--- src/rtl/wb_config_pkg.sv ---
// Shared definitions for the Wishbone configuration loader: register
// offsets, FSM state encoding and the effective bit-count helper.
package wb_config_pkg;

  localparam logic [31:0] CFG_STATUS_OFF = 32'd0;
  localparam logic [31:0] CFG_COUNT_OFF  = 32'd1;
  localparam logic [31:0] CFG_DATA_OFF   = 32'd2;

  localparam int CFG_BYTE_BITS = 8;

  typedef enum logic [1:0] {
    IDLE  = 2'd0,
    SHIFT = 2'd1,
    ACK   = 2'd2
  } cfg_state_e;

  // A stored count above one byte's worth of bits saturates to a full byte.
  function automatic logic [3:0] eff_count(input logic [CFG_BYTE_BITS-1:0] c);
    if (c > CFG_BYTE_BITS[CFG_BYTE_BITS-1:0]) return 4'(CFG_BYTE_BITS);
    else return c[3:0];
  endfunction

endpackage

--- src/rtl/cfg_col_shifter.sv ---
// One column's configuration serializer: loads a payload byte and a bit
// count, then emits the byte LSB-first while the count is non-zero.
module cfg_col_shifter
  import wb_config_pkg::*;
(
  input  logic                     clk,
  input  logic                     rst,
  input  logic                     load,
  input  logic [CFG_BYTE_BITS-1:0] payload,
  input  logic [3:0]               bits,
  output logic                     en,
  output logic                     data
);

  logic [CFG_BYTE_BITS-1:0] sr_q;
  logic [3:0]               rem_q;

  // Load on a DATA write, otherwise shift right once per remaining bit.
  always_ff @(posedge clk) begin
    if (rst) begin
      sr_q  <= '0;
      rem_q <= '0;
    end else if (load) begin
      sr_q  <= payload;
      rem_q <= bits;
    end else if (rem_q != 4'd0) begin
      sr_q  <= sr_q >> 1;
      rem_q <= rem_q - 4'd1;
    end
  end

  // Serial bit is gated so the chain never sees stale data while idle.
  assign en   = (rem_q != 4'd0);
  assign data = en & sr_q[0];

endmodule

--- src/rtl/wb_config_loader.sv ---
// Wishbone slave that turns 32-bit DATA writes into per-column serial
// configuration streams (byte lane k drives column k).
// Optional feature macro: WB_CONFIG_READBACK_EN -- when defined, STATUS and
// COUNT are readable; otherwise every read returns 0 and the read path is
// removed.
module wb_config_loader
  import wb_config_pkg::*;
#(
  parameter int          MX        = 3,
  parameter logic [31:0] BASE_ADDR = 32'h3000_0000
) (
  input  logic          wb_clk_i,
  input  logic          wb_rst_i,
  input  logic          wbs_stb_i,
  input  logic          wbs_cyc_i,
  input  logic          wbs_we_i,
  input  logic [3:0]    wbs_sel_i,
  input  logic [31:0]   wbs_addr_i,
  input  logic [31:0]   wbs_data_i,
  output logic          wbs_ack_o,
  output logic [31:0]   wbs_data_o,
  output logic [MX-1:0] cfg_en,
  output logic [MX-1:0] cfg_data
);

  cfg_state_e state_q, state_d;
  logic [3:0] cyc_cnt_q, cyc_cnt_d;

  logic [MX-1:0][CFG_BYTE_BITS-1:0] count_q;
  logic [MX-1:0][3:0]               eff;
  logic [3:0]                       max_eff;

  logic req, idle_req, busy, load;
  logic hit_status, hit_count, hit_data;

  assign req        = wbs_cyc_i & wbs_stb_i;
  assign idle_req   = (state_q == IDLE) & req;
  assign busy       = (state_q != IDLE);
  assign hit_status = (wbs_addr_i == BASE_ADDR + CFG_STATUS_OFF);
  assign hit_count  = (wbs_addr_i == BASE_ADDR + CFG_COUNT_OFF);
  assign hit_data   = (wbs_addr_i == BASE_ADDR + CFG_DATA_OFF);

  // Effective per-column counts and their maximum, which sets the shift length.
  always_comb begin
    max_eff = '0;
    for (int k = 0; k < MX; k++) begin
      eff[k] = eff_count(count_q[k]);
      if (eff[k] > max_eff) max_eff = eff[k];
    end
  end

  // Per-column bit counts; only selected lanes are updated.
  always_ff @(posedge wb_clk_i) begin
    if (wb_rst_i) begin
      for (int k = 0; k < MX; k++) count_q[k] <= 8'(CFG_BYTE_BITS);
    end else if (idle_req && wbs_we_i && hit_count) begin
      for (int k = 0; k < MX; k++)
        if (wbs_sel_i[k]) count_q[k] <= wbs_data_i[8*k +: 8];
    end
  end

  // State and global shift-cycle counter.
  always_ff @(posedge wb_clk_i) begin
    if (wb_rst_i) begin
      state_q   <= IDLE;
      cyc_cnt_q <= '0;
    end else begin
      state_q   <= state_d;
      cyc_cnt_q <= cyc_cnt_d;
    end
  end

  // Next-state logic; a DATA write always loads the shifters, even when every
  // count is zero, since a zero count keeps that column's enable low anyway.
  always_comb begin
    state_d   = state_q;
    cyc_cnt_d = cyc_cnt_q;
    load      = 1'b0;
    unique case (state_q)
      IDLE: begin
        if (req) begin
          load = wbs_we_i & hit_data;
          if (wbs_we_i && hit_data && max_eff != 4'd0) begin
            state_d   = SHIFT;
            cyc_cnt_d = max_eff;
          end else begin
            state_d = ACK;
          end
        end
      end
      SHIFT: begin
        cyc_cnt_d = cyc_cnt_q - 4'd1;
        if (cyc_cnt_q == 4'd1) state_d = ACK;
      end
      ACK:     state_d = IDLE;
      default: state_d = IDLE;
    endcase
  end

  // Ack only while the master still holds the request, so a cycle abandoned
  // mid-shift finishes silently.
  assign wbs_ack_o = (state_q == ACK) & req;

  for (genvar k = 0; k < MX; k++) begin : g_col
    cfg_col_shifter u_col (
      .clk     (wb_clk_i),
      .rst     (wb_rst_i),
      .load    (load),
      .payload (wbs_data_i[8*k +: 8]),
      .bits    (eff[k]),
      .en      (cfg_en[k]),
      .data    (cfg_data[k])
    );
  end

`ifdef WB_CONFIG_READBACK_EN
  logic [31:0] cnt_word, rd_mux, rdata_q;

  // Lanes without a column read back as a full-byte count.
  for (genvar k = 0; k < 4; k++) begin : g_rb
    if (k < MX) begin : g_live
      assign cnt_word[8*k +: 8] = count_q[k];
    end else begin : g_tie
      assign cnt_word[8*k +: 8] = 8'(CFG_BYTE_BITS);
    end
  end

  // Read mux over the readable registers.
  always_comb begin
    rd_mux = '0;
    if (hit_status)     rd_mux = {31'd0, busy};
    else if (hit_count) rd_mux = cnt_word;
  end

  // Read data captured at request sampling, presented during ACK.
  always_ff @(posedge wb_clk_i) begin
    if (wb_rst_i)              rdata_q <= '0;
    else if (idle_req)         rdata_q <= wbs_we_i ? 32'd0 : rd_mux;
    else if (state_q == ACK)   rdata_q <= '0;
  end

  assign wbs_data_o = rdata_q;

  logic unused_in;
  assign unused_in = ^{wbs_data_i, wbs_sel_i};
`else
  assign wbs_data_o = '0;

  logic unused_in;
  assign unused_in = ^{wbs_data_i, wbs_sel_i, busy, hit_status};
`endif

endmodule

--- config.mk ---
export PLATFORM = sky130hd
export DESIGN_NAME = wb_config_loader
export DESIGN_NICKNAME = d
export VERILOG_FILES = /design/src/rtl/wb_config_pkg.sv /design/src/rtl/cfg_col_shifter.sv /design/src/rtl/wb_config_loader.sv
export SDC_FILE = /design/constraint.sdc
export NUM_CORES = 1
export LEC_CHECK = 0
export CORE_ASPECT_RATIO = 0.9
export CORE_MARGIN = 5
export CORE_UTILIZATION = 52
export CTS_CLUSTER_DIAMETER = 150
export DETAILED_ROUTE_END_ITERATION = 16
export PLACE_DENSITY_LB_ADDON = 0.1
export SKIP_LAST_GASP = 1
export SYNTH_ARGS = -nofsm -noshare
export SYNTH_HDL_FRONTEND = slang
export SYNTH_SLANG_ARGS = --single-unit
--- constraint.sdc ---
create_clock -name wb_clk_i -period 11.4 [get_ports wb_clk_i]
set_clock_uncertainty 0.2 [all_clocks]
set_input_delay 1.14 -clock wb_clk_i [delete_from_list [all_inputs] [get_ports wb_clk_i]]
set_output_delay 1.14 -clock wb_clk_i [all_outputs]
set_load 0.005 [all_outputs]
==> summary.txt, run 1 <==
Synthesis
  – Seq cells post-synth: 66
  – Cells after Synth: 454
  – Ranking of synthesized cells by area: dfxtp_1, mux2i_1, buf_4
  – Count leader, synth: dfxtp_1
  – Post-synth top cells: dfxtp_1, nor2_1, mux2i_1, buf_4
  – Mapped Avg Cell Area: approximately 8.4 µm²
  – Synth area leader: dfxtp_1
  – Cell Area, Synth: approximately 3800 µm²
  – Top FF cell, synth: dfxtp_1
  – Synth warnings: 0
  – Area share of the largest cell type after synthesis: 0.347
  – Synth cell types: 44
  – Fraction of registers with async set or reset after synthesis: 0
  – Post-synthesis sequential area ratio: 0.347
  – Number of enable flip-flop cells after synthesis: 0

Placed design
  – RD Place Congestion: between 0.8 and 0.9
  – Hpwl dp: 6270 µm
  – Port bufs: 70

Critical path
  – Reg-to-Reg Start: count_q[4]
  – Worst Setup End Kind: register
  – Crit path top cell by count: nand2_1
  – Biggest cell delay along the critical path: between 0.5 and 0.6 ns
  – Req. time, crit path: 11.45 ns
  – Cell chain of the critical path: nor4_1 -> nor2b_1 -> nand2_1 -> inv_1 -> ha_1 -> or2_2 -> or4_4 -> o311a_1 -> a21boi_0 -> nor2_1 -> ha_1 -> nand2_1 -> o21ai_0 -> nand2_1 -> a31o_2 -> or4b_4 -> a221oi_2
  – Top Family by Delay on Critical Path: simple AND/OR/NAND/NOR gates
  – CP startpoint: count_q[4]
  – Worst setup SP type: register
  – Critical path arrival: between 5 and 6 ns
  – Crit-path slowest cell: or4b_4
  – Buf/Inv on CP: 1
  – CP Class: reg -> reg
  – Critical Path Fanout Max: 5

Timing
  – Tightest Pin Transition: around 1.0 ns
  – Final setup viols: 0
  – Final hold vios: 0
  – Fin crit share: 0.448
  – Count of pins over their slew limit: 0
  – Setup TNS: 0 ns
  – Worst relative slew slack: 0.306
  – RSZ-0062 raised after global routing: no
  – Max Clock Freq: about 200 MHz
  – Final Critical Period: 5.10 ns

CTS
  – Resized cells post-CTS: 0
  – Post-CTS Setup Inserts: 0
  – CTS Hold Bufs: 0
  – H-tree levels: 3
  – Num CTS Buffers: 9
  – Clk buf depth: 2
  – Worst-skew pair later-pin latency: between 0.3 and 0.4 ns
  – Clk root buf: clkbuf_8
  – CTS tree: built
  – Reg clk slew, reported paths: 0.07 ns
  – CTS Sinks: 66

Drt
  – DR vias: 3231
  – Iteration-0 DRC Markers: about 140
  – DR WL/cell: around 14 µm
  – Drt drc: 0
  – DR vias/cell: between 5 and 6
  – Routed Antenna Nets: 0
  – WL final: 8520 µm
  – DRT Pass-1 Iters: 5

Power and ir drop
  – Leak Pwr: approximately 2 nW
  – Comb power frac: 0.263
  – Internal power: 0.000466 W
  – P_sw: roughly 0.00018 W
  – Reg power frac: 0.392
  – Switching share of total power: 0.278
  – Final Power: 0.000645 W
  – Max IR drop VDD: between 0.00008 and 0.00009 V
  – Clk pwr share: 0.345
  – Power Density: approximately 140 nW/µm²

GRT
  – First-pass GRT wire length: 14000 µm
  – Global route overflow: 0
  – Largest net degree at the start of global routing: between 60 and 70
  – Vias in the first global route: ~3200
  – GRT Overall Usage: 0.186
  – Initial antenna violation count: 0

Floorplan
  – Total core area: 7080 µm²
  – I/O Pins: about 110
  – Die Span Y: 91.1 µm
  – Row count: 29
  – Die Area: 9120 µm²
  – Starting density of the core: 0.537
  – Die X: ~100 µm

Run
  – Max-cap violation count: 0

Finish
  – Nets: around 600
  – Synthesis-to-layout area growth: 21.6%
  – Layout cells sized above 1: 0.0621
  – Footprint of the multi-input gates: between 2000 and 2500 µm²
  – Antenna cell count: 0
  – Fill count: 600
  – Final core occ: 0.653
  – Reg area: 1320 µm²

Min path
  – Hold Startpoint: count_q[19]
  – Min-delay worst type: reg -> reg

Status
  – Status: finished clean
[through the flow]
stage          instance area [µm²]  hold slack (ns)  std cells  setup WS (ns)
3_3_place_gp                  4390            0.243        592           6.43
2_1_floorplan                 3920            0.236        485           6.89
5_1_grt                       4620            0.298        608           5.90
6_report                      4620            0.268        608           6.30
4_1_cts                       4620            0.271        608           6.29
3_5_place_dp                  4390            0.255        592           6.37
[power by group through the flow]
stage                     clock (W)  combinational [W]  sequential (W)
after detailed placement          0           0.000169        0.000258
final                      0.000223           0.000169        0.000253
after global placement            0           0.000167        0.000258
after CTS                  0.000228           0.000170        0.000253
after floorplan                   0           0.000135        0.000256
after global routing       0.000238           0.000190        0.000255
[worst register-to-register path: stages (launching register included)]
cell and delay, ns:
dfxtp_1 0.32, nor4_1 0.43, nor2b_1 0.41, nand2_1 0.18, inv_1 0.09, ha_1 0.24, or2_2 0.31, or4_4 0.45
o311a_1 0.16, a21boi_0 0.26, nor2_1 0.08, ha_1 0.30, nand2_1 0.07, o21ai_0 0.27, nand2_1 0.12, a31o_2 0.30
or4b_4 0.57, a221oi_2 0.26
[state kept, by name, indices dropped and copies added (netlist names)]
register / cells
state_q: 2
g_col.u_col.rem_q: 12
g_col.u_col.sr_q: 24
count_q: 24
cyc_cnt_q: 4
[path summary, 6_finish.rpt]
path                                     end  slack (ns)  cells after the start
worst max-delay path            cyc_cnt_q[1]        6.30                     17
worst min-delay path             count_q[19]        0.27                      1
worst max register to register  cyc_cnt_q[1]        6.30                     17
worst min register to register   count_q[19]        0.27                      1
[per-layer routing]
metal,part of all wire,up-vias,track usage
li1,-,1633,-
met1,0.44,1487,0.219
met2,0.47,100,0.312
met3,0.081,11,0.0544
met4,0.016,0,0.0797
met5,0,-,0
[layout by cell type (no fill, tap or decap), types with 11 or more instances in the layout]
master,netlist,routed
mux2i_1,42,42
nor2_1,65,65
clkbuf_8,0,11
clkdlybuf4s50_1,0,69
a21oi_1,27,27
nand2_1,28,28
inv_1,16,16
ha_1,15,15
nor3_1,13,13
a211oi_1,28,28
conb_1,1,32
dfxtp_1,66,66
[cells by family after synthesis]
group | synth area share
AO/OA/AOI/OAI | 0.149
adder cells (fa/ha/maj) | 0.0494
buffers and inverters | 0.113
XOR/XNOR | 0.0184
other | 0.000986
flip-flops | 0.347
multiplexers | 0.111
AND/OR/NAND/NOR | 0.212
[area by class of cell]
type / instances / area share
clock inverter: 4 / 0.0160
sequential: 66 / 0.286
clock buffer: 12 / 0.0336
multi-input combinational: 343 / 0.471
timing repair buffer: 72 / 0.154
inverter: 18 / 0.0146
tap: 93 / 0.0252
(Power assumes the default switching activity.)
==> run 2, diff against run 1 <==
--- a/config.mk
+++ b/config.mk
@@ -7,7 +7,7 @@
 export LEC_CHECK = 0
 export CORE_ASPECT_RATIO = 0.9
 export CORE_MARGIN = 5
-export CORE_UTILIZATION = 52
+export CORE_UTILIZATION = 43
 export CTS_CLUSTER_DIAMETER = 150
 export DETAILED_ROUTE_END_ITERATION = 16
 export PLACE_DENSITY_LB_ADDON = 0.1
==> constraint.sdc (replaced) <==
create_clock -name wb_clk_i -period 4.3 [get_ports wb_clk_i]
set_clock_uncertainty 0.2 [all_clocks]
set_input_delay 0.43 -clock wb_clk_i [delete_from_list [all_inputs] [get_ports wb_clk_i]]
set_output_delay 0.43 -clock wb_clk_i [all_outputs]
set_load 0.005 [all_outputs]
==> summary.txt, run 2 (synthesized netlist as in run 1, its figures left out) <==
Status
  – Status: finished, violations left
  – Failing checks: negative setup slack

Drt
  – Routed Antenna Nets: 0 (unchanged)
  – WL final: 8950 µm (+5.0%)
  – Iteration-0 DRC Markers: 124 (-10%)
  – Drt drc: 0 (unchanged)
  – DR vias: 3273 (+1.3%)
  – DR WL/cell: 13.4 µm (-4.7%)
  – DRT Pass-1 Iters: 4 (-1)
  – DR vias/cell: 4.89 (-8.1%)

Finish
  – Nets: 634 (+6.0%)
  – Top flop regs: count_q (24), g_col.u_col.sr_q (24), g_col.u_col.rem_q (12)
  – Footprint of the multi-input gates: 2350 µm² (+8.0%)
  – Reg area: 1320 µm² (about the same)
  – Fill count: 787 (+31%)
  – Final Non-Filler Cells: 670 (+10%)
  – Design Area, Final: 5070 µm² (+9.8%)
  – Commonest non-fill, non-tap cells in the layout: clkdlybuf4s50_1, dfxtp_1, nor2_1
  – Antenna cell count: 0 (unchanged)
  – Layout cells sized above 1: 0.174 (+0.112)
  – Commonest non-fill, non-tap cell in the layout: clkdlybuf4s50_1
  – Synthesis-to-layout area growth: 33.5%

GRT
  – Vias in the first global route: 3155 (-1.2%)
  – First-pass GRT wire length: 14400 µm (+2.8%)
  – Global route overflow: 0 (unchanged)
  – Largest net degree at the start of global routing: 67 (-1.5%)
  – Initial antenna violation count: 0 (unchanged)
  – GRT Overall Usage: 0.165 (-0.0205)

CTS
  – CTS Sinks: 66 (unchanged)
  – Num CTS Buffers: 9 (unchanged)
  – Reg clk slew, reported paths: 0.07 ns (about the same)
  – CTS Hold Bufs: 0 (unchanged)
  – Worst-skew pair later-pin latency: 0.35 ns (about the same)
  – Clk root buf: clkbuf_8
  – H-tree levels: 3 (unchanged)
  – Clk buf depth: 2 (unchanged)
  – CTS tree: built

Critical path
  – Req. time, crit path: 4.36 ns (-7.09 ns)
  – Crit-path slowest cell: or4b_4
  – Top Family by Delay on Critical Path: simple AND/OR/NAND/NOR gates
  – Register-to-Register Path Depth: 16 (-1)
  – Worst setup SP type: register
  – Critical path arrival: 4.48 ns (-0.67 ns)
  – R2R Setup Slk: -0.12 ns (-6.41 ns)
  – Buf/Inv on CP: 0 (-1)
  – CP Class: reg -> reg
  – Cell chain of the critical path: or4_4 -> nor2_4 -> nand2_2 -> ha_4 -> or2_4 -> or4_4 -> o311a_4 -> nand3_1 -> nand2_1 -> ha_4 -> a21oi_4 -> o21a_4 -> nor2_2 -> o31a_1 -> or4b_4 -> a221oi_2
  – Reg2reg end: cyc_cnt_q[1]
  – Reg-to-Reg Start: count_q[14]
  – Worst Setup End Kind: register
  – Biggest cell delay along the critical path: 0.57 ns (about the same)
  – Critical Path Fanout Max: 4 (-1)
  – CP startpoint: count_q[14]

Timing
  – Tightest Pin Transition: 0.806 ns (-0.230 ns)
  – Final setup viols: 4 (+4)
  – Max Clock Freq: 226 MHz (+16%)
  – RSZ-0062 raised after global routing: yes
  – Final Critical Period: 4.42 ns (-0.688 ns)
  – Setup WS post-layout: -0.116 ns (-6.41 ns)
  – Final hold vios: 0 (unchanged)
  – Fin crit share: 1.03 (+0.579)
  – Worst relative slew slack: 0.460 (+0.154)
  – Final hold slack: 0.268 ns (-0.000898 ns)
  – Count of pins over their slew limit: 0 (unchanged)

Power and ir drop
  – Leak Pwr: 2.14 nW (+9.9%)
  – Internal power: 0.00117 W (+150%)
  – Reg power frac: 0.404 (+0.012)
  – Power Density: 327 nW/µm² (+130%)
  – Max IR drop VDD: 0.000222 V (+170%)
  – Final Power: 0.00166 W (+160%)
  – Clk pwr share: 0.322 (-0.023)
  – P_sw: 0.000491 W (+170%)
  – Switching share of total power: 0.296 (+0.0179)
  – Comb power frac: 0.274 (+0.011)

Placed design
  – Post-DP Area: 4700 µm² (+7.0%)
  – RD Place Congestion: 0.835 (-6.5%)
  – Port bufs: 70 (unchanged)
  – Placed cells: 649 (+9.6%)
  – Pre-CTS setup slack: -0.243 ns (-6.61 ns)
  – Hpwl dp: 6500 µm (+3.7%)

Floorplan
  – Die X: 109 µm (+9.0%)
  – Die Span Y: 99.2 µm (+8.9%)
  – Starting density of the core: 0.442 (-0.0957)
  – I/O Pins: 112 (unchanged)
  – Row count: 32 (+10%)
  – Die Area: 10800 µm² (+19%)
  – Total core area: 8610 µm² (+22%)

Min path
  – Hold Startpoint: g_col[1].u_col.sr_q[7]
  – Hold worst-path end: g_col[1].u_col.sr_q[7]
  – Min-delay worst type: reg -> reg
  – Hold path depth: 2 (+1)

Run
  – Max-cap violation count: 0 (unchanged)
## run 2: metal layers
layer	part of all wire	wire, µm	track usage	vias up
li1	-	-	-	1709
met1	0.47	4190	0.216	1495
met2	0.48	4320	0.270	57
met3	0.033	297	0.0350	12
met4	0.016	140	0.0553	0
met5	0	0	0	-
## run 2: metrics by stage
step           utilization  TNS, ns
5_1_grt              0.590   -0.802
6_report             0.590   -0.207
3_5_place_dp         0.546    -1.06
2_1_floorplan            -  -0.0455
4_1_cts              0.577   -0.145
3_3_place_gp         0.546   -0.676
## run 2: power by group through the flow
stage / Sequential [W] / Clock (W) / Combinational, W
3_3_place_gp: 0.000683 / 0 / 0.000452
4_1_cts: 0.000670 / 0.000554 / 0.000459
2_1_floorplan: 0.000678 / 0 / 0.000357
3_5_place_dp: 0.000684 / 0 / 0.000456
5_1_grt: 0.000676 / 0.000572 / 0.000514
6_report: 0.000669 / 0.000534 / 0.000454
## run 2: layout make-up
type,count,share of cell area
timing repair buffer,108,0.193
tap,119,0.0293
inverter,18,0.0133
sequential,66,0.261
multi-input combinational,343,0.464
clock inverter,6,0.0128
clock buffer,10,0.0271
## run 2: how the worst max path moves through the flow
| stage | slack, ns | endpoint | cells past startpoint |
|---|---|---|---|
| finish | -0.12 | cyc_cnt_q[1] | 16 |
| global route | -0.25 | cyc_cnt_q[1] | 16 |
| CTS | -0.09 | cyc_cnt_q[1] | 16 |
| detailed placement | -0.24 | cyc_cnt_q[3] | 17 |
| global placement | -0.17 | cyc_cnt_q[1] | 17 |
| floorplan | -0.03 | cyc_cnt_q[1] | 17 |
## run 2: repair_timing
action / CTS / global route
setup endpoints to repair: 6 / 6
buffers inserted: 1 / 5
resized for setup: 8 / 18
pin swaps: 6 / 8
## run 2: worst reg2reg max path: stages, from the launching register on
cell and delay, ns:
dfxtp_2 0.32, or4_4 0.55, nor2_4 0.17, nand2_2 0.09
ha_4 0.22, or2_4 0.22, or4_4 0.45, o311a_4 0.16
nand3_1 0.11, nand2_1 0.09, ha_4 0.25, a21oi_4 0.18
o21a_4 0.18, nor2_2 0.05, o31a_1 0.29, or4b_4 0.57
a221oi_2 0.23
